`src/rtl/uart_pkg.sv`:
```
// Shared UART definitions used by the transmitter and the future receiver:
// parity modes, the 3-bit FSM state encoding and the baud-divider helper.
package uart_pkg;

    localparam int PARITY_NONE = 0;
    localparam int PARITY_ODD  = 1;
    localparam int PARITY_EVEN = 2;

    typedef enum logic [2:0] {
        ST_IDLE   = 3'd0,
        ST_START  = 3'd1,
        ST_DATA   = 3'd2,
        ST_PARITY = 3'd3,
        ST_STOP   = 3'd4
    } uart_state_e;

    function automatic int ticks(input longint freq, input longint baud);
        return int'(freq / baud);
    endfunction

endpackage

```
`src/rtl/uart_fifo.sv`:
```
// Synchronous first-word-fall-through FIFO; a push is refused while full,
// even when a pop happens in the same cycle.
module uart_fifo #(
    parameter int WIDTH = 8,
    parameter int DEPTH = 4
) (
    input  logic                     clk,
    input  logic                     rst,
    input  logic                     push_i,
    input  logic [WIDTH-1:0]         data_i,
    input  logic                     pop_i,
    output logic [WIDTH-1:0]         data_o,
    output logic                     full_o,
    output logic                     empty_o,
    output logic [$clog2(DEPTH):0]   count_o
);

    localparam int AW = $clog2(DEPTH);
    localparam logic [AW:0]   DEPTH_CNT = (AW + 1)'(DEPTH);
    localparam logic [AW:0]   CNT_ONE   = (AW + 1)'(1);
    localparam logic [AW-1:0] PTR_ONE   = AW'(1);

    logic [WIDTH-1:0] mem_q [DEPTH];
    logic [AW-1:0]    wr_ptr_q;
    logic [AW-1:0]    rd_ptr_q;
    logic [AW:0]      count_q;
    logic [AW:0]      count_d;
    logic             do_push_s;
    logic             do_pop_s;

    assign full_o    = (count_q == DEPTH_CNT);
    assign empty_o   = (count_q == {(AW + 1){1'b0}});
    assign count_o   = count_q;
    assign data_o    = mem_q[rd_ptr_q];
    assign do_push_s = push_i && !full_o;
    assign do_pop_s  = pop_i && !empty_o;

    // Occupancy next-state: simultaneous push and pop leaves the count unchanged
    always_comb begin
        count_d = count_q;
        case ({do_push_s, do_pop_s})
            2'b10:   count_d = count_q + CNT_ONE;
            2'b01:   count_d = count_q - CNT_ONE;
            default: count_d = count_q;
        endcase
    end

    // Pointer and occupancy registers
    always_ff @(posedge clk or posedge rst) begin
        if (rst) begin
            wr_ptr_q <= {AW{1'b0}};
            rd_ptr_q <= {AW{1'b0}};
            count_q  <= {(AW + 1){1'b0}};
        end else begin
            count_q <= count_d;
            if (do_push_s) begin
                wr_ptr_q <= wr_ptr_q + PTR_ONE;
            end else begin
                wr_ptr_q <= wr_ptr_q;
            end
            if (do_pop_s) begin
                rd_ptr_q <= rd_ptr_q + PTR_ONE;
            end else begin
                rd_ptr_q <= rd_ptr_q;
            end
        end
    end

    // Storage array; contents are meaningless once the pointers are reset
    always_ff @(posedge clk) begin
        if (do_push_s) begin
            mem_q[wr_ptr_q] <= data_i;
        end
    end

endmodule

```
`src/rtl/uart_tx_cfg.sv`:
```
// Configurable UART transmitter: FIFO-buffered valid/ready input, frame
// format set by DATA_BITS / PARITY / STOP_BITS, each bit exactly TICKS clocks.
module uart_tx_cfg
    import uart_pkg::*;
#(
    parameter int CLK_FREQ   = 100_000_000,
    parameter int BAUD       = 115_200,
    parameter int DATA_BITS  = 8,
    parameter int PARITY     = 0,
    parameter int STOP_BITS  = 1,
    parameter int FIFO_DEPTH = 4
) (
    input  logic                          clk,
    input  logic                          rst,
    input  logic [DATA_BITS-1:0]          in_data,
    input  logic                          in_valid,
    output logic                          in_ready,
    output logic                          tx,
    output logic                          busy,
    output logic [$clog2(FIFO_DEPTH):0]   fifo_count
);

    localparam int          TICKS     = ticks(CLK_FREQ, BAUD);
    localparam logic [31:0] TICK_LAST = 32'(TICKS - 1);
    localparam logic [3:0]  LAST_DATA = 4'(DATA_BITS - 1);
    localparam logic [3:0]  LAST_STOP = 4'(STOP_BITS - 1);

    uart_state_e          state_q;
    uart_state_e          state_d;
    logic [31:0]          cnt_q;
    logic [31:0]          cnt_d;
    logic [3:0]           bit_cnt_q;
    logic [3:0]           bit_cnt_d;
    logic [DATA_BITS-1:0] shift_q;
    logic [DATA_BITS-1:0] shift_d;
    logic                 par_q;
    logic                 par_d;
    logic                 tx_q;
    logic                 tx_d;
    logic                 pop_s;
    logic                 boundary_s;
    logic                 last_bit_s;
    logic                 fifo_full_s;
    logic                 fifo_empty_s;
    logic [DATA_BITS-1:0] fifo_data_s;

    // Even mode sends the plain XOR of the data bits, odd mode its inverse
    function automatic logic parity_bit(input logic [DATA_BITS-1:0] data);
        logic x;
        x = ^data;
        if (PARITY == PARITY_ODD) begin
            return ~x;
        end else begin
            return x;
        end
    endfunction

    uart_fifo #(
        .WIDTH (DATA_BITS),
        .DEPTH (FIFO_DEPTH)
    ) u_fifo (
        .clk     (clk),
        .rst     (rst),
        .push_i  (in_valid),
        .data_i  (in_data),
        .pop_i   (pop_s),
        .data_o  (fifo_data_s),
        .full_o  (fifo_full_s),
        .empty_o (fifo_empty_s),
        .count_o (fifo_count)
    );

    assign boundary_s = (cnt_q == TICK_LAST);
    // bit_cnt_q counts data bits in DATA and stop periods in STOP
    assign last_bit_s = (state_q == ST_STOP) ? (bit_cnt_q == LAST_STOP)
                                             : (bit_cnt_q == LAST_DATA);
    assign in_ready   = !fifo_full_s;
    assign busy       = (state_q != ST_IDLE) || !fifo_empty_s;
    assign tx         = tx_q;

    // FSM state register
    always_ff @(posedge clk or posedge rst) begin
        if (rst) begin
            state_q <= ST_IDLE;
        end else begin
            state_q <= state_d;
        end
    end

    // FSM next-state logic
    always_comb begin
        state_d = state_q;
        case (state_q)
            ST_IDLE: begin
                if (!fifo_empty_s) begin
                    state_d = ST_START;
                end else begin
                    state_d = ST_IDLE;
                end
            end
            ST_START: begin
                if (boundary_s) begin
                    state_d = ST_DATA;
                end else begin
                    state_d = ST_START;
                end
            end
            ST_DATA: begin
                if (boundary_s && last_bit_s) begin
                    state_d = (PARITY != PARITY_NONE) ? ST_PARITY : ST_STOP;
                end else begin
                    state_d = ST_DATA;
                end
            end
            ST_PARITY: begin
                if (boundary_s) begin
                    state_d = ST_STOP;
                end else begin
                    state_d = ST_PARITY;
                end
            end
            ST_STOP: begin
                if (boundary_s && last_bit_s) begin
                    state_d = fifo_empty_s ? ST_IDLE : ST_START;
                end else begin
                    state_d = ST_STOP;
                end
            end
            default: state_d = ST_IDLE;
        endcase
    end

    // FSM outputs: divider, bit counter, shift register, parity and next tx level
    always_comb begin
        cnt_d     = cnt_q;
        bit_cnt_d = bit_cnt_q;
        shift_d   = shift_q;
        par_d     = par_q;
        tx_d      = tx_q;
        pop_s     = 1'b0;
        case (state_q)
            ST_IDLE: begin
                cnt_d     = 32'd0;
                bit_cnt_d = 4'd0;
                if (!fifo_empty_s) begin
                    pop_s   = 1'b1;
                    shift_d = fifo_data_s;
                    par_d   = parity_bit(fifo_data_s);
                    tx_d    = 1'b0;
                end else begin
                    tx_d    = 1'b1;
                end
            end
            ST_START: begin
                if (boundary_s) begin
                    cnt_d     = 32'd0;
                    bit_cnt_d = 4'd0;
                    tx_d      = shift_q[0];
                    shift_d   = shift_q >> 1;
                end else begin
                    cnt_d     = cnt_q + 32'd1;
                end
            end
            ST_DATA: begin
                if (boundary_s) begin
                    cnt_d = 32'd0;
                    if (last_bit_s) begin
                        bit_cnt_d = 4'd0;
                        tx_d      = (PARITY != PARITY_NONE) ? par_q : 1'b1;
                    end else begin
                        bit_cnt_d = bit_cnt_q + 4'd1;
                        tx_d      = shift_q[0];
                        shift_d   = shift_q >> 1;
                    end
                end else begin
                    cnt_d = cnt_q + 32'd1;
                end
            end
            ST_PARITY: begin
                if (boundary_s) begin
                    cnt_d     = 32'd0;
                    bit_cnt_d = 4'd0;
                    tx_d      = 1'b1;
                end else begin
                    cnt_d     = cnt_q + 32'd1;
                end
            end
            ST_STOP: begin
                if (boundary_s) begin
                    cnt_d = 32'd0;
                    if (last_bit_s) begin
                        bit_cnt_d = 4'd0;
                        // Chain straight into the next start bit when data is waiting
                        if (!fifo_empty_s) begin
                            pop_s   = 1'b1;
                            shift_d = fifo_data_s;
                            par_d   = parity_bit(fifo_data_s);
                            tx_d    = 1'b0;
                        end else begin
                            tx_d    = 1'b1;
                        end
                    end else begin
                        bit_cnt_d = bit_cnt_q + 4'd1;
                        tx_d      = 1'b1;
                    end
                end else begin
                    cnt_d = cnt_q + 32'd1;
                end
            end
            default: begin
                cnt_d     = 32'd0;
                bit_cnt_d = 4'd0;
                tx_d      = 1'b1;
            end
        endcase
    end

    // Datapath registers; tx resets high so the line idles immediately
    always_ff @(posedge clk or posedge rst) begin
        if (rst) begin
            cnt_q     <= 32'd0;
            bit_cnt_q <= 4'd0;
            shift_q   <= {DATA_BITS{1'b0}};
            par_q     <= 1'b0;
            tx_q      <= 1'b1;
        end else begin
            cnt_q     <= cnt_d;
            bit_cnt_q <= bit_cnt_d;
            shift_q   <= shift_d;
            par_q     <= par_d;
            tx_q      <= tx_d;
        end
    end

endmodule

```
`config.mk`:
```
export PLATFORM = sky130hd
export DESIGN_NAME = uart_tx_cfg
export DESIGN_NICKNAME = d
export VERILOG_FILES = /design/src/rtl/uart_pkg.sv /design/src/rtl/uart_fifo.sv /design/src/rtl/uart_tx_cfg.sv
export SDC_FILE = /design/constraint.sdc
export NUM_CORES = 1
export LEC_CHECK = 0
export ABC_AREA = 1
export BUFFER_PORTS_ARGS = -buffer_cell sky130_fd_sc_hd__buf_2
export CORE_MARGIN = 2
export CORE_UTILIZATION = 40
export DETAILED_ROUTE_END_ITERATION = 10
export HOLD_SLACK_MARGIN = 0.02
export REMOVE_ABC_BUFFERS = 1
export SKIP_CTS_REPAIR_TIMING = 1
export SLEW_MARGIN = 20
export SYNTH_ARGS = -nofsm -noshare
export SYNTH_HDL_FRONTEND = slang
export SYNTH_SLANG_ARGS = --single-unit
```
`constraint.sdc`:
```
create_clock -name clk -period 2.9 [get_ports clk]
set_clock_uncertainty 0.2 [all_clocks]
set_input_delay 0.435 -clock clk [delete_from_list [all_inputs] [get_ports clk]]
set_output_delay 0.435 -clock clk [all_outputs]
set_load 0.005 [all_outputs]
```
==> reports/results.ini, run 1 <==
[detailed_routing]
drtIter0Drc = 206
wl_per_cell_um = 12.9
vias_per_cell = 4.84
drt-total-wl_um = 10300
route.detailed.drc = 0
postRouteAntennaNets = 0
vias = 3862
drt_first_pass_iters = 4

[floorplan]
initial_utilization = 0.405
die-width_um = 114
core_area_um2 = 11900
dieArea_um2 = 12900
row_count = 40
ios = 17
die_y_um = 114

[placed_design]
gp_congestion = 0.939
port_buffers = 16
hpwl_um = 7710

[worst_setup_path]
worst_path_most_repeated_cell = nand2_1
required_ns = 2.92
crit_path_max_fanout = 4
slowest_delay_ns = 0.38
path_depth = 15
reg2reg_depth = 15
crit_buf_inv = 2
cpMaxStageDelayCell = dfrtp_1
crit_chain = ha_1 > inv_1 > nor2_1 > nand2_1 > nor2_1 > nand2_1 > nor2_4 > nand2_1 > nand2_1 > ha_1 > inv_1 > fa_1 > a21oi_1 > o21ai_0 > xor2_1
crit_family = adder cells
start_kind = register
cp-end-kind = register
crit_type = reg2reg
worstPathArrival_ns = 2.67

[job]
drv_cap = 0

[cts]
clk_pin_slew_ns = 0.07
clk_latency_ns = 0.35
cts.sinks = 87
htreeDepth = 3
cts_buffers = 9
cts_tree = yes
clk_path_buf_depth = 2
clockRootBuffer = clkbuf_16

[grt]
grt_pass1_vias = 3821
grt.overflow.total = 0
use_met3 = 0.0308
use_met1 = 0.212
grt_pass1_wl_um = 17700
antenna_found_initial = 0
grt_busiest_layer = met2
grt.total_usage = 0.175
grt_max_degree = 32
use_met2 = 0.303

[synthesis]
synth_top_cell_area_share = 0.281
synth_seq_area_share = 0.487
netlist_area_um2 = 4800
netlist_instances = 624
yosys.area.top_type = dfrtp_1
yosysUniqueCellTypes = 31
ys_warn_count = 0
yosys_register_bits = 87
synth.avg_cell_area_um2 = 7.69
synthTopCellsByArea = dfrtp_1 28%, edfxtp_1 20%, nand2_1 16%, nor2_1 8.8%, nand3_1 6.2%

[cells_and_area]
n_antenna_cell = 0
final_cell_mix = 201 x nand2_1, 112 x nor2_1, 61 x inv_1
mostFrequentLayoutCell = nand2_1
layout-drive-gt1-share = 0.0983
syn_to_final_growth_pct = 11.6
fin_util = 0.452
num-nets-final = 666
num-fill-cells = 1201

[run_status]
outcome = finished, violations left
violations = negative hold slack

[sta]
finalCritPeriodShare = 0.912
clock.fmax_mhz = 378
whs_ns = -0.0276
maxSlewHeadroom = 0.447
hold_viol = 28
finalMaxSlewViolations = 0
fin_setup_tns_ns = 0
rsz0062_at_grt = no
period_minus_slack_ns = 2.65
setup_violations = 0
tightest_slew_ns = 0.827

[power_and_ir_drop]
p_leak_nw = 2.52
powerDensity_nw_per_um2 = 564
ir_drop_mv = 0.376

[worst_hold_path]
min_path_type = in2async

[where the power goes]
| part | leakage (nW) | switching, W | internal (W) |
|---|---|---|---|
| registers | 1.01 | 0.0000448 | 0.00141 |
| logic | 1.36 | 0.000204 | 0.000107 |
| clock network | 0.154 | 0.000491 | 0.000762 |
| total | 2.52 | 0.000740 | 0.00228 |
[metal layers]
layer	up-vias	share of wire
li1	2004	-
met4	0	0.027
met1	1764	0.45
met2	75	0.48
met3	19	0.035
met5	-	0
[layout make-up]
| cell class | count | area, µm² | share of cell area |
|---|---|---|---|
| Multi-Input combinational cell | 456 | 2130 | 0.397 |
| Tap cell | 147 | 184 | 0.0343 |
| Clock inverter | 6 | 93.8 | 0.0175 |
| Sequential cell | 87 | 2340 | 0.436 |
| Timing Repair Buffer | 21 | 118 | 0.0219 |
| Inverter | 71 | 267 | 0.0497 |
| Clock buffer | 10 | 229 | 0.0427 |
[worst paths after layout]
| check | from | slack (ns) | end |
|---|---|---|---|
| setup / recovery | cnt_q[0] | 0.25 | u_fifo.count_o[2] |
| hold / removal | rst | -0.03 | shift_q[4] |
| setup reg to reg | cnt_q[0] | 0.25 | u_fifo.count_o[2] |
| hold reg to reg | shift_q[6] | 0.27 | shift_q[6] |
| max in group asynchronous | rst | 1.88 | cnt_q[14] |
| min in group clk | in_data[2] | 0.10 | u_fifo.mem_q[3][2] |
[synthesized netlist by cell type]
cell,number
nand3_2,4
dfstp_2,1
nor2_1,112
buf_2,6
o21ai_1,2
a21oi_1,7
buf_6,2
nand2_4,4
nand4_1,5
nand3_1,59
inv_2,7
nand2_1,201
nand3b_4,1
buf_8,1
buf_1,1
inv_1,62
edfxtp_1,32
nand2_2,3
dfrtp_1,54
ha_1,8
nor2_4,2
nor3_2,1
o21ai_0,12
xor2_1,14
nor2_2,3
nor3_1,12
clkinv_1,2
or2_2,1
o211ai_1,1
fa_1,1
xnor2_1,3
[cells by family (layout without fill, tap and decap cells)]
group                    Yosys count  count (layout)  share of synthesized area
AO/OA/AOI/OAI                     22              22                     0.0235
XOR/XNOR                          17              17                     0.0310
adder cells (fa/ha/maj)            9               9                     0.0250
buffers and inverters             81             108                     0.0704
flip-flops                        87              87                      0.487
AND/OR/NAND/NOR                  408             408                      0.363
[metrics by stage]
step	cell area [µm²]	std cells	worst slack (ns)	total power, W	hold slack (ns)
5_1_grt	5360	798	0.0195	0.00316	0.0568
4_1_cts	5350	798	0.197	0.00306	0.0000170
2_1_floorplan	4730	614	0.394	0.00168	0.242
3_5_place_dp	5030	782	0.207	0.00180	0.260
6_report	5360	798	0.254	0.00302	-0.0276
3_3_place_gp	5030	782	0.246	0.00179	0.260
[registers in the layout, indices dropped and copies added, names as in the netlist]
signal           count
cnt_q               32
u_fifo.rd_ptr_q      2
state_q              3
u_fifo.count_o       3
shift_q              8
tx                   1
bit_cnt_q            4
u_fifo.wr_ptr_q      2
u_fifo.mem_q        32
Power figures use the tool's default switching activity.
==> run 2: changes to the inputs <==
Clock period 2.9 ns to 2.85 ns, I/O delays scaled along.
==> run 2 against run 1 <==
The flow now finishes without violations. Non-clock buffer count grew 1. Clock-buffer cell count did not move. Global-route usage is 0.20 points lower. Sequential power hardly changed. Sequential cell count is the same. Setup slack got worse by 0.042 ns. Register-to-register slack worse by 0.04 ns. Via count increased by 0.93%. First-iteration DRC count fell by 8.7%. Clock power decreased by 11%. Cell area decreased by 0.56%. Total power shrank 4.0%. Highest routed layer unchanged.
==> reports/results.ini, run 2 (same netlist as run 1, synthesis figures left out) <==
[grt]
grt_pass1_vias = 3744  ; was 3,821
grt_max_degree = 30  ; was 32
grt.overflow.total = 0  ; unchanged
grt.total_usage = 0.173  ; was 0.175
grt_pass1_wl_um = 17500  ; was 17,700 µm
antenna_found_initial = 0  ; unchanged

[cells_and_area]
mostFrequentLayoutCell = nand2_1  ; unchanged
final_cell_mix = 200 x nand2_1, 112 x nor2_1, 61 x inv_1  ; was 201 x nand2_1, 112 x nor2_1, 61 x inv_1
largest_registers = cnt_q: 32 flops, u_fifo.mem_q: 32 flops, shift_q: 8 flops  ; unchanged
num-fill-cells = 1198  ; was 1,201
fin_area_um2 = 5330  ; was 5360 µm²
num-nets-final = 667  ; was 666
n_antenna_cell = 0  ; unchanged
syn_to_final_growth_pct = 11.0  ; was 11.6%
layout-drive-gt1-share = 0.0997  ; was 0.0983
fin_util = 0.449  ; was 0.452

[worst_setup_path]
crit_type = reg2reg  ; unchanged
slowest_delay_ns = 0.39  ; was 0.38 ns
crit_chain = ha_1 > inv_1 > nor2_1 > nand2_1 > nor2_1 > nand2_1 > nor2_4 > nand2_1 > nand2_2 > ha_1 > inv_1 > fa_1 > a21oi_1 > o21ai_0 > xor2_1  ; was ha_1 > inv_1 > nor2_1 > nand2_1 > nor2_1 > nand2_1 > nor2_4 > nand2_1 > nand2_1 > ha_1 > inv_1 > fa_1 > a21oi_1 > o21ai_0 > xor2_1
worstPathArrival_ns = 2.66  ; was 2.67 ns
cp-end-kind = register  ; unchanged
required_ns = 2.87  ; was 2.92 ns
start_kind = register  ; unchanged
cpMaxStageDelayCell = dfrtp_1  ; unchanged
crit_path_max_fanout = 4  ; unchanged
worst_path_most_repeated_cell = nand2_1  ; unchanged

[cts]
cts_tree = yes  ; unchanged
clk_path_buf_depth = 2  ; unchanged
clk_pin_slew_ns = 0.06  ; was 0.07 ns
htreeDepth = 3  ; unchanged
cts.sinks = 87  ; unchanged
clk_latency_ns = 0.34  ; was 0.35 ns
clockRootBuffer = clkbuf_16  ; unchanged
cts_buffers = 9  ; unchanged

[detailed_routing]
drt-total-wl_um = 10300  ; about the same
drt_first_pass_iters = 6  ; was 4
vias_per_cell = 4.88  ; was 4.84
route.detailed.drc = 0  ; unchanged
vias = 3898  ; was 3,862
drtIter0Drc = 188  ; was 206
wl_per_cell_um = 12.9  ; about the same
postRouteAntennaNets = 0  ; unchanged

[floorplan]
ios = 17  ; unchanged
initial_utilization = 0.405  ; unchanged
dieArea_um2 = 12900  ; unchanged
die-width_um = 114  ; unchanged
die_y_um = 114  ; unchanged
core_area_um2 = 11900  ; unchanged
row_count = 40  ; unchanged

[sta]
maxSlewHeadroom = 0.474  ; was 0.447
finalCritPeriodShare = 0.926  ; was 0.912
setup_violations = 0  ; unchanged
clock.fmax_mhz = 379  ; was 378 MHz
period_minus_slack_ns = 2.64  ; was 2.65 ns
hold_viol = 0  ; was 28
tightest_slew_ns = 0.785  ; was 0.827 ns
finalMaxSlewViolations = 0  ; unchanged
whs_ns = 0.0925  ; was -0.0276 ns

[placed_design]
place_area_um2 = 5020  ; was 5030 µm²
hpwl_um = 7780  ; was 7710 µm
port_buffers = 16  ; unchanged
gp_congestion = 0.937  ; was 0.939

[power_and_ir_drop]
powerDensity_nw_per_um2 = 544  ; was 564 nW/µm²
ir_drop_mv = 0.446  ; was 0.376 mV
p_leak_nw = 2.51  ; was 2.52 nW
total_power_w = 0.00290  ; was 0.00302 W

[run_status]
outcome = finished, final reports clean  ; was finished, violations left

[worst_hold_path]
min_path_type = in2reg  ; was in2async

[job]
drv_cap = 0  ; unchanged

run 2: cell types whose count changed in the layout (fill, tap and decap cells not counted):
cell           before  now
bufinv_16           2    0
clkinv_4            1    2
dlygate4sd3_1       0    1
inv_6               2    3
nand2_1           201  200
nand2_2             3    4
run 2: worst paths after layout:
check,start,to,slack [ns],cells after the start
max,cnt_q[0],u_fifo.count_o[2],0.21,15
min reg2reg,shift_q[3],shift_q[3],0.28,2
max reg2reg,cnt_q[0],u_fifo.count_o[2],0.21,15
min,in_data[4],u_fifo.mem_q[1][4],0.09,1
min in group asynchronous,rst,shift_q[6],0.49,3
max in group asynchronous,rst,cnt_q[6],1.30,4
run 2: layout make-up:
cell class	instances	area [µm²]	area share
Tap cell	147	184	0.0345
Inverter	71	267	0.0500
Sequential cell	87	2340	0.439
Multi-Input combinational cell	456	2130	0.400
Clock inverter	6	51.3	0.00963
Clock buffer	10	229	0.0430
Timing Repair Buffer	22	128	0.0239
run 2: metrics by stage:
step	setup WS, ns	setup TNS, ns	cells
after floorplan	0.344	0	614
after CTS	0.160	0	797
final	0.212	0	799
after detailed placement	0.187	0	781
after global placement	0.221	0	781
after global routing	-0.00702	-0.00702	799
run 2: critical path: cells and delay by family (launching register included):
kind,cells,cell delay (ns)
xor+xnor,1,0.16
buf+inv,2,0.14
simple gates,7,0.69
flops,1,0.39
compound gates,2,0.25
fa+ha+maj,3,0.70
run 2: routing by layer:
| layer | routed length (µm) | vias to the layer above | track usage |
|---|---|---|---|
| met1 | 4750 | 1804 | 0.216 |
| met5 | 0 | - | 0 |
| li1 | - | 2003 | - |
| met4 | 220 | 0 | 0.0780 |
| met3 | 334 | 18 | 0.0335 |
| met2 | 4980 | 73 | 0.291 |
run 2: report_power, final:
group / switching (W) / total [W] / internal, W
Clock: 0.000508 / 0.00111 / 0.000603
Sequential: 0.0000445 / 0.00148 / 0.00144
Combinational: 0.000204 / 0.000309 / 0.000105
Total: 0.000757 / 0.00290 / 0.00214
